$ cat config.mk
export PLATFORM = sky130hd
export DESIGN_NAME = icache_axi_read_bridge_flat
export DESIGN_NICKNAME = d
export VERILOG_FILES = /design/src/rtl/axi_pkg.sv /design/src/rtl/icache_axi_read_bridge_if.sv /design/src/rtl/icache_axi_read_bridge.sv /design/src/flat_wrapper.sv
export SDC_FILE = /design/constraint.sdc
export NUM_CORES = 1
export LEC_CHECK = 0
export ABC_AREA = 0
export BUFFER_PORTS_ARGS = -buffer_cell sky130_fd_sc_hd__buf_4
export CAP_MARGIN = 5
export CORE_ASPECT_RATIO = 1.1
export CORE_MARGIN = 2
export CORE_UTILIZATION = 46
export CTS_BUF_LIST = sky130_fd_sc_hd__clkbuf_16
export DETAILED_ROUTE_END_ITERATION = 8
export HOLD_SLACK_MARGIN = 0.12
export PLACE_DENSITY = 0.84
export SLEW_MARGIN = 20
export SYNTH_ARGS = -nofsm -noshare
export SYNTH_HDL_FRONTEND = slang
export SYNTH_SLANG_ARGS = --single-unit
$ cat constraint.sdc
create_clock -name clk -period 2.52 [get_ports clk]
set_clock_uncertainty 0.05 [all_clocks]
set_input_delay 0.504 -clock clk [delete_from_list [all_inputs] [get_ports clk]]
set_output_delay 0.504 -clock clk [all_outputs]
set_load 0.02 [all_outputs]
$ cat src/rtl/axi_pkg.sv
// Shared AXI4 read-channel encodings and the refill bridge state type.
package axi_pkg;

   localparam logic [1:0] AXI_BURST_INCR = 2'b01;
   localparam logic [2:0] AXI_SIZE_4B    = 3'b010;
   localparam logic [1:0] AXI_RESP_OKAY  = 2'b00;

   typedef enum logic [1:0] {
      IDLE,
      ADDR,
      DATA
   } bridge_state_e;

endpackage

$ cat src/rtl/icache_axi_read_bridge_if.sv
// AXI4 read-address and read-data channels between the refill bridge and the interconnect.
interface icache_axi_read_bridge_if;

   logic [3:0]  arid;
   logic [31:0] araddr;
   logic [7:0]  arlen;
   logic [2:0]  arsize;
   logic [1:0]  arburst;
   logic        arvalid;
   logic        arready;
   logic [31:0] rdata;
   logic [1:0]  rresp;
   logic        rlast;
   logic        rvalid;
   logic        rready;

   modport master (
      output arid, araddr, arlen, arsize, arburst, arvalid, rready,
      input  arready, rdata, rresp, rlast, rvalid
   );

   modport slave (
      input  arid, araddr, arlen, arsize, arburst, arvalid, rready,
      output arready, rdata, rresp, rlast, rvalid
   );

endinterface

$ cat src/rtl/icache_axi_read_bridge.sv
// Turns an I$ line-refill request into one AXI4 INCR read burst and streams
// the beats back to the cache one word per cycle, flagging the final beat.
//
// state | meaning
// IDLE  | waiting for a refill request; inst_addr_ok follows inst_read_req
// ADDR  | AR channel presented, waiting for arready
// DATA  | accepting R beats until BURST_LEN have been taken
module icache_axi_read_bridge
   import axi_pkg::*;
#(
   parameter int          BURST_LEN  = 16,
   parameter logic [3:0]  AXI_ID     = 4'd0,
   parameter int          LINE_OFF_W = 6
) (
   input  logic                     clk,
   input  logic                     rst,
   input  logic                     inst_read_req,
   input  logic [31:0]              inst_addr_mmu,
   output logic                     inst_addr_ok,
   output logic                     mmu_valid,
   output logic [31:0]              inst_read_data,
   output logic                     mmu_last,
   output logic                     bus_err,
   icache_axi_read_bridge_if.master axi
);

   localparam int          BEAT_W    = $clog2(BURST_LEN);
   localparam logic [31:0] LINE_MASK = ~((32'd1 << LINE_OFF_W) - 32'd1);

   bridge_state_e     state_q, state_d;
   logic [31:0]       araddr_q, araddr_d;
   logic [BEAT_W-1:0] beat_cnt_q, beat_cnt_d;
   logic              mmu_valid_q, mmu_valid_d;
   logic              mmu_last_q, mmu_last_d;
   logic [31:0]       rd_data_q, rd_data_d;
   logic              bus_err_q, bus_err_d;

   logic beat_acc;
   logic last_beat;

   assign beat_acc  = axi.rvalid && (state_q == DATA);
   assign last_beat = (beat_cnt_q == BEAT_W'(BURST_LEN - 1));

   assign inst_addr_ok   = (state_q == IDLE) && inst_read_req;
   assign mmu_valid      = mmu_valid_q;
   assign mmu_last       = mmu_last_q;
   assign inst_read_data = rd_data_q;
   assign bus_err        = bus_err_q;

   assign axi.arid    = AXI_ID;
   assign axi.araddr  = araddr_q;
   assign axi.arlen   = 8'(BURST_LEN - 1);
   assign axi.arsize  = AXI_SIZE_4B;
   assign axi.arburst = AXI_BURST_INCR;
   assign axi.arvalid = (state_q == ADDR);
   assign axi.rready  = (state_q == DATA);

   always_comb begin
      state_d     = state_q;
      araddr_d    = araddr_q;
      beat_cnt_d  = beat_cnt_q;
      mmu_valid_d = 1'b0;
      mmu_last_d  = 1'b0;
      rd_data_d   = rd_data_q;
      bus_err_d   = bus_err_q;

      case (state_q)
         IDLE: begin
            if (inst_read_req) begin
               araddr_d   = inst_addr_mmu & LINE_MASK;
               beat_cnt_d = '0;
               state_d    = ADDR;
            end
         end
         ADDR: begin
            if (axi.arready) state_d = DATA;
         end
         DATA: begin
            if (beat_acc) begin
               mmu_valid_d = 1'b1;
               mmu_last_d  = last_beat;
               rd_data_d   = axi.rdata;
               beat_cnt_d  = beat_cnt_q + BEAT_W'(1);
               // Termination is counted locally; a wrong rlast only raises the error flag.
               if ((axi.rresp != AXI_RESP_OKAY) || (axi.rlast != last_beat)) bus_err_d = 1'b1;
               if (last_beat) state_d = IDLE;
            end
         end
         default: state_d = IDLE;
      endcase
   end

   always_ff @(posedge clk) begin
      if (rst) begin
         state_q     <= IDLE;
         araddr_q    <= '0;
         beat_cnt_q  <= '0;
         mmu_valid_q <= 1'b0;
         mmu_last_q  <= 1'b0;
         rd_data_q   <= '0;
         bus_err_q   <= 1'b0;
      end else begin
         state_q     <= state_d;
         araddr_q    <= araddr_d;
         beat_cnt_q  <= beat_cnt_d;
         mmu_valid_q <= mmu_valid_d;
         mmu_last_q  <= mmu_last_d;
         rd_data_q   <= rd_data_d;
         bus_err_q   <= bus_err_d;
      end
   end

endmodule

$ cat src/flat_wrapper.sv
// flat-port wrapper written by rule: the top's interface ports become plain ports
module icache_axi_read_bridge_flat import axi_pkg::*;
#(
   parameter int          BURST_LEN  = 16,
   parameter logic [3:0]  AXI_ID     = 4'd0,
   parameter int          LINE_OFF_W = 6
)
  (clk, rst, inst_read_req, inst_addr_mmu, inst_addr_ok, mmu_valid, inst_read_data, mmu_last, bus_err, axi_arid, axi_araddr, axi_arlen, axi_arsize, axi_arburst, axi_arvalid, axi_rready, axi_arready, axi_rdata, axi_rresp, axi_rlast, axi_rvalid);
  icache_axi_read_bridge_if axi_i ();
  input  logic clk;
  input  logic rst;
  input  logic inst_read_req;
  input  logic [31:0] inst_addr_mmu;
  output logic inst_addr_ok;
  output logic mmu_valid;
  output logic [31:0] inst_read_data;
  output logic mmu_last;
  output logic bus_err;
  output wire logic [$bits(axi_i.arid)-1:0] axi_arid;
  output wire logic [$bits(axi_i.araddr)-1:0] axi_araddr;
  output wire logic [$bits(axi_i.arlen)-1:0] axi_arlen;
  output wire logic [$bits(axi_i.arsize)-1:0] axi_arsize;
  output wire logic [$bits(axi_i.arburst)-1:0] axi_arburst;
  output wire logic [$bits(axi_i.arvalid)-1:0] axi_arvalid;
  output wire logic [$bits(axi_i.rready)-1:0] axi_rready;
  input wire logic [$bits(axi_i.arready)-1:0] axi_arready;
  input wire logic [$bits(axi_i.rdata)-1:0] axi_rdata;
  input wire logic [$bits(axi_i.rresp)-1:0] axi_rresp;
  input wire logic [$bits(axi_i.rlast)-1:0] axi_rlast;
  input wire logic [$bits(axi_i.rvalid)-1:0] axi_rvalid;
  assign axi_arid = axi_i.arid;
  assign axi_araddr = axi_i.araddr;
  assign axi_arlen = axi_i.arlen;
  assign axi_arsize = axi_i.arsize;
  assign axi_arburst = axi_i.arburst;
  assign axi_arvalid = axi_i.arvalid;
  assign axi_rready = axi_i.rready;
  assign axi_i.arready = axi_arready;
  assign axi_i.rdata = axi_rdata;
  assign axi_i.rresp = axi_rresp;
  assign axi_i.rlast = axi_rlast;
  assign axi_i.rvalid = axi_rvalid;
  icache_axi_read_bridge #(.BURST_LEN(BURST_LEN), .AXI_ID(AXI_ID), .LINE_OFF_W(LINE_OFF_W)) u_core (.clk(clk), .rst(rst), .inst_read_req(inst_read_req), .inst_addr_mmu(inst_addr_mmu), .inst_addr_ok(inst_addr_ok), .mmu_valid(mmu_valid), .inst_read_data(inst_read_data), .mmu_last(mmu_last), .bus_err(bus_err), .axi(axi_i));
endmodule
Word level (Yosys, flattened, before mapping)
Index checks and enable logic that the tools add are counted.
- logic and storage cells: 40
- output and inout bits: 87
- register bits: 67
- muxes and demuxes: 9
- equal/unequal tests: 8
- bitwise gates (word level): 2
- $add $sub $neg: 1
- reduce and logical (&&, ||, !) cells: 13
- operators with widths (operator ; count):
    2-bit two-way mux ; 4
    4-bit two-way mux ; 2
    4-bit one-hot mux with 2 select lines ; 1
    2-bit by 1-bit inequality test with 1-bit output, second input constant ; 3
    2-bit one-hot mux with 3 select lines ; 1
    3-bit AND reduction ; 2
    4-bit by 1-bit adder with 4-bit output, second input constant ; 1
    4-bit == test, second input constant ; 1
    2-bit AND reduction ; 2
    4-bit AND reduction ; 1
    2-bit nonzero test ; 2
    3-bit OR reduction ; 1
    2-bit by 1-bit == test with 1-bit output, second input constant ; 1
    2-bit == test, second input constant ; 1
    1-bit logical AND ; 2
    2-bit logical NOT ; 1
    2-bit inequality test, second input constant ; 1
    1-bit inverter ; 2
    2-bit OR reduction ; 1
    1-bit logical OR ; 1
    1-bit two-way mux ; 1
    1-bit inequality test ; 1

Logic depth before layout (Yosys ltp)
Gate-level depths: netlist of run 1.
- word-level depth: 4
- gate-level depth with buffers: 6

Worst setup path after synthesis of run 1
No wires, ideal clock.
- path type: input port to output port
- start point: input inst_read_req
- end point: output inst_addr_ok
- required time: 1.966 ns
- slack: 0.786 ns
- buffers on the path: 2
- stages on the path: 4
- arrival time: 1.180 ns
- path through: or3b_1 > buf_6 > inv_8 > buf_8
- longest elaborated chain between the ends: 1
- ends and longest elaborated chain (what ; line ; text):
    start: declaration ; flat_wrapper.sv:12 ; input logic inst_read_req;
    1-bit logical AND ; icache_axi_read_bridge.sv:44 ; assign inst_addr_ok = (state_q == IDLE) && inst_read_req;
    end: declaration ; flat_wrapper.sv:14 ; output logic inst_addr_ok;
Every way passes these cells.

Worst setup path after layout of run 1
- start point: register u_core.state_q[1]
- end point: output inst_addr_ok
- longest elaborated chain between the ends: 2
- ends and longest elaborated chain (what ; line ; text):
    start: declaration ; icache_axi_read_bridge.sv:30 ; bridge_state_e state_q, state_d;
    start signal: assignment ; icache_axi_read_bridge.sv:103 ; state_q <= state_d;
    2-bit logical NOT ; icache_axi_read_bridge.sv:44 ;
    1-bit logical AND ; icache_axi_read_bridge.sv:44 ;
Every way passes these cells.

==> results of run 1 <==
## critical path, stage by stage, from the launching register on
cell     delay (ns)
dfxtp_1        0.33
or3b_1         0.48
inv_8          0.18
buf_4          0.17
## state kept, by name, summed over array words and instances (netlist names)
signal and flops:
u_core.mmu_valid 1, u_core.mmu_last 1, u_core.inst_read_data 32, u_core.beat_cnt_q 4, u_core.axi.araddr 26, u_core.bus_err 1, u_core.state_q 2
## cells by family (layout without fill, tap and decap cells)
group / count (synthesis) / in the layout / share of synthesized area
and+or+nand+nor: 138 / 138 / 0.212
adders and majority gates: 1 / 1 / 0.00471
other: 2 / 23 / 0.00283
buffers and inverters: 47 / 152 / 0.118
DFF: 67 / 67 / 0.505
AOI/OAI and AO/OA: 67 / 67 / 0.158
## layer usage
metal  vias up  wire length, µm
met4         0               81
met3         7              490
met5         -                0
li1       1235                -
met2        98             2950
met1      1089             2470
## final timing paths
path                              from  cells after the start                         to
max                  u_core.state_q[1]                      3               inst_addr_ok
min                      axi_rdata[19]                      3  u_core.inst_read_data[19]
max reg2reg          u_core.state_q[1]                      4       u_core.beat_cnt_q[2]
min reg2reg  u_core.inst_read_data[17]                      2  u_core.inst_read_data[17]
## synthesized netlist by cell type, drive strengths merged
cell,instances,area [µm²]
nand2,117,439
dfxtp,67,1340
a21oi,63,387
buf,38,273
clkbuf,6,22.5
nand3,4,20.0
inv,3,18.8
nand2b,3,18.8
nor2,3,11.3
conb,2,7.51
nor2b,2,12.5
nor4,2,12.5
a2111oi,1,8.76
a211o,1,8.76
a22oi,1,7.51
and3,1,6.26
and3b,1,8.76
ha,1,12.5
nand3b,1,7.51
nand4,1,6.26
nor3,1,5.00
o211ai,1,7.51
or3,1,6.26
or3b,1,8.76
## through the flow
| stage | power [µW] | instances | setup WS (ns) | hold WS, ns | area [µm²] |
|---|---|---|---|---|---|
| after floorplan | 1380 | 343 | 0.786 | 0.410 | 2740 |
| after global placement | 1500 | 509 | 0.590 | 0.393 | 3540 |
| after detailed placement | 1500 | 509 | 0.580 | 0.397 | 3540 |
| after CTS | 2560 | 525 | 0.474 | 0.378 | 3790 |
| after global routing | 2630 | 525 | 0.430 | 0.382 | 3790 |
| final | 2520 | 525 | 0.492 | 0.386 | 3790 |
## cell type report
| class | count | area [µm²] | area share |
|---|---|---|---|
| clock buffer | 9 | 225 | 0.0594 |
| clock inverter | 7 | 28.8 | 0.00759 |
| inverter | 3 | 18.8 | 0.00495 |
| multi-input combinational | 229 | 1080 | 0.285 |
| sequential | 67 | 1340 | 0.354 |
| tap | 77 | 96.3 | 0.0254 |
| timing repair buffer | 133 | 998 | 0.263 |
## where the power goes
group	internal, µW	switching (µW)
clock network	642	394
logic	153	203
registers	1100	21.3
total	1900	619
==> impl_metrics.toml, run 1 <==
[setup_path]
cp.required_ns = 1.97
r2r_slack_ns = 1.02
crit_type = "register to primary output"
crit_arrival_ns = 1.47
critPathCaptureType = "primary output"
start_kind = "register"
crit_fanout = 28

[job]
cap_violations = 0

[yosys]
syn_inst = 322
ys_seq_elements = 67
netlist_area_um2 = 2660
synth-seq-area-share = 0.505
avgSynthCellArea_um2 = 8.25
synth_cell_types = 30
ys.warnings.count = 0

[outcome]
outcome = "completed"

[clocking]
hold_buffers = 0
htree_levels = 3
cts_root_buf = "clkbuf_16"
cts_setup_buffers = 0
clk_pin_slew_ns = 0.05
cts_tree = "done"
cts_buffers = 9
clock_path_buffers = 2
cts_resized = 0
clkLatencyLatePin_ns = 0.31
clock_sinks = 67

[grt]
use_met1 = 0.212
globalRouteOverflowTotal = 0
met2_usage = 0.331
grt_use_met3 = 0.0682
grt.busiest_layer = "met2"
grt_pass1_vias = 2347
antenna_found_initial = 0
track_usage = 0.191
grt_pass1_wl_um = 10100
grt_max_degree = 68

[power_and_ir_drop]
ir_worst_vdd_mv = 0.431
powerDensity_nw_per_um2 = 664
p_leak_uw = 0.00167

[placement]
place_hpwl_um = 4330
place.port_buffers = 129
gpl.final_weighted_congestion = 0.792

[die]
die_height_um = 83.7
die_x_um = 76.5
initial_core_util = 0.469
io_pins = 159
coreArea_um2 = 5660
dieArea_um2 = 6400
num_rows = 29

[sta]
hold_viol_final = 0
fin_crit_sh = 0.805
clock.fmax_mhz = 493
worst_slew_pin_slew_ns = 0.788
fin_crit_ns = 2.03
setup_viol = 0
slew_violations = 0
rsz0062_at_grt = "false"
fin_tns_setup_ns = 0
slew-limit-headroom = 0.475

[routing]
drt-initial-drc-count = 80
vias_per_cell = 4.63
drc = 0
wl_um = 5990
drtAntennaViolNets = 0
post_drt_wl_per_cell_um = 11.4
vias = 2429
drt-pass1-iter-count = 4

[cells_and_area]
layout_common_cells = "buf_4, nand2_1, dfxtp_1, a21oi_1, conb_1"
fillers = 468
fin_util = 0.670
syn_to_final_growth_pct = 42.6
layout-drive-gt1-share = 0.366
diodes = 0
final_common_cell = "buf_4"
nets = 516

[worst_hold_path]
hp-class = "primary input to register"
Power figures use the tool's default switching activity.
==> run 2: changes to the inputs <==
CORE_UTILIZATION = 43   (was 46)
PLACE_DENSITY = 0.8   (was 0.84)
clock period = 2 ns   (was 2.52 ns; I/O delays follow)
==> impl_metrics.toml, run 2 (synthesized netlist as in run 1, its figures left out) <==
[routing]
drt-pass1-iter-count = 4
drt-initial-drc-count = 105
vias = 2470
drtAntennaViolNets = 0
wl_um = 6260
vias_per_cell = 4.66
post_drt_wl_per_cell_um = 11.8
drc = 0

[cells_and_area]
largest_reg_flops = 32
design_area_um2 = 3860
fillers = 553
final_common_cell = "buf_4"
syn_to_final_growth_pct = 45.4
multiInputGateArea_um2 = 1080
layout_common_cells = "buf_4, nand2_1, dfxtp_1, a21oi_1, conb_1"
layout-drive-gt1-share = 0.373
final_cells = 530
diodes = 0
seq_area_um2 = 1340
nets = 518

[outcome]
outcome = "completed"

[clocking]
cts_root_buf = "clkbuf_16"
htree_levels = 3
clock_sinks = 67
clk_pin_slew_ns = 0.06
cts_tree = "done"
clock_path_buffers = 2
cts_setup_buffers = 0
hold_buffers = 0
clkLatencyLatePin_ns = 0.31
cts_resized = 0
cts_buffers = 9

[setup_path]
critPathCaptureType = "primary output"
crit_fanout = 10
slowest_stage = "or3b_1"
start_kind = "register"
crit_type = "register to primary output"
critPathMaxStageDelay_ns = 0.49
cp.required_ns = 1.55
crit_arrival_ns = 1.40
cp_cell_sequence = "or3b_1, inv_8, buf_4"
r2r_slack_ns = 0.45

[placement]
dp.cells = 514
dpl_cell_area_um2 = 3550
gpl.final_weighted_congestion = 0.679
place.port_buffers = 129
place_hpwl_um = 4400

[worst_hold_path]
hp-class = "primary input to register"

[power_and_ir_drop]
p_leak_uw = 0.00169
power_uw = 3480
ir_worst_vdd_mv = 0.631
powerDensity_nw_per_um2 = 900

[sta]
setup_viol = 0
fin_crit_ns = 1.85
fin_tns_setup_ns = 0
slew-limit-headroom = 0.459
fin_crit_sh = 0.926
slew_violations = 0
worst_slew_pin_slew_ns = 0.812
rsz0062_at_grt = "false"
clock.fmax_mhz = 540
hold_viol_final = 0

[grt]
use_met1 = 0.219
globalRouteOverflowTotal = 0
grt_use_met3 = 0.0594
grt_pass1_vias = 2250
met2_usage = 0.314
grt_max_degree = 68
grt_pass1_wl_um = 9940
grt.busiest_layer = "met2"
antenna_found_initial = 0
track_usage = 0.184

[die]
io_pins = 159
initial_core_util = 0.437
die_height_um = 86.5
num_rows = 30
dieArea_um2 = 6830
die_x_um = 79.0
coreArea_um2 = 6080

[job]
cap_violations = 0
## run 2: cell count changes in the layout (fill, tap and decap cells not counted), sizes merged
cell | before | now
clkinv | 4 | 3
inv | 6 | 4
buf | 133 | 135
bufinv | 0 | 2
clkinvlp | 0 | 1
## run 2: routing by layer
metal  vias up  routed length, µm
li1       1240                  -
met1      1120               2620
met2       106               3010
met3         4                605
met4         0                 31
met5         -                  0
## run 2: power breakdown
group	switching [µW]	internal, µW	total [µW]
Combinational	259	196	456
Clock	531	1070	1610
Sequential	28.0	1390	1420
## run 2: worst paths after layout
check,to,startpoint,cells after the start
worst min-delay path,u_core.inst_read_data[2],axi_rdata[2],3
worst max register to register,u_core.beat_cnt_q[3],u_core.state_q[1],5
worst max-delay path,inst_addr_ok,u_core.state_q[1],3
worst min register to register,u_core.inst_read_data[29],u_core.inst_read_data[29],2
## run 2: worst max-delay path: cells and delay by family (launching register included)
kind / cells / cell delay [ns]
buffers and inverters: 2 / 0.26
and+or+nand+nor: 1 / 0.49
DFF: 1 / 0.33
## run 2: through the flow
| stage | hold slack [ns] | util | setup slack, ns |
|---|---|---|---|
| after floorplan | 0.410 | - | 0.474 |
| after global placement | 0.393 | 0.585 | 0.350 |
| after detailed placement | 0.397 | 0.585 | 0.349 |
| after CTS | 0.270 | 0.635 | 0.136 |
| after global routing | 0.270 | 0.635 | 0.0807 |
| final | 0.276 | 0.635 | 0.149 |
## run 2: cell type report
cell class              instances  area share
flip-flops and latches         67       0.347
multi-input cells             229       0.280
repair buffers                135       0.262
clock buffers                   9      0.0583
well taps                      80      0.0259
clock inverters                 7      0.0217
inverters                       3     0.00486
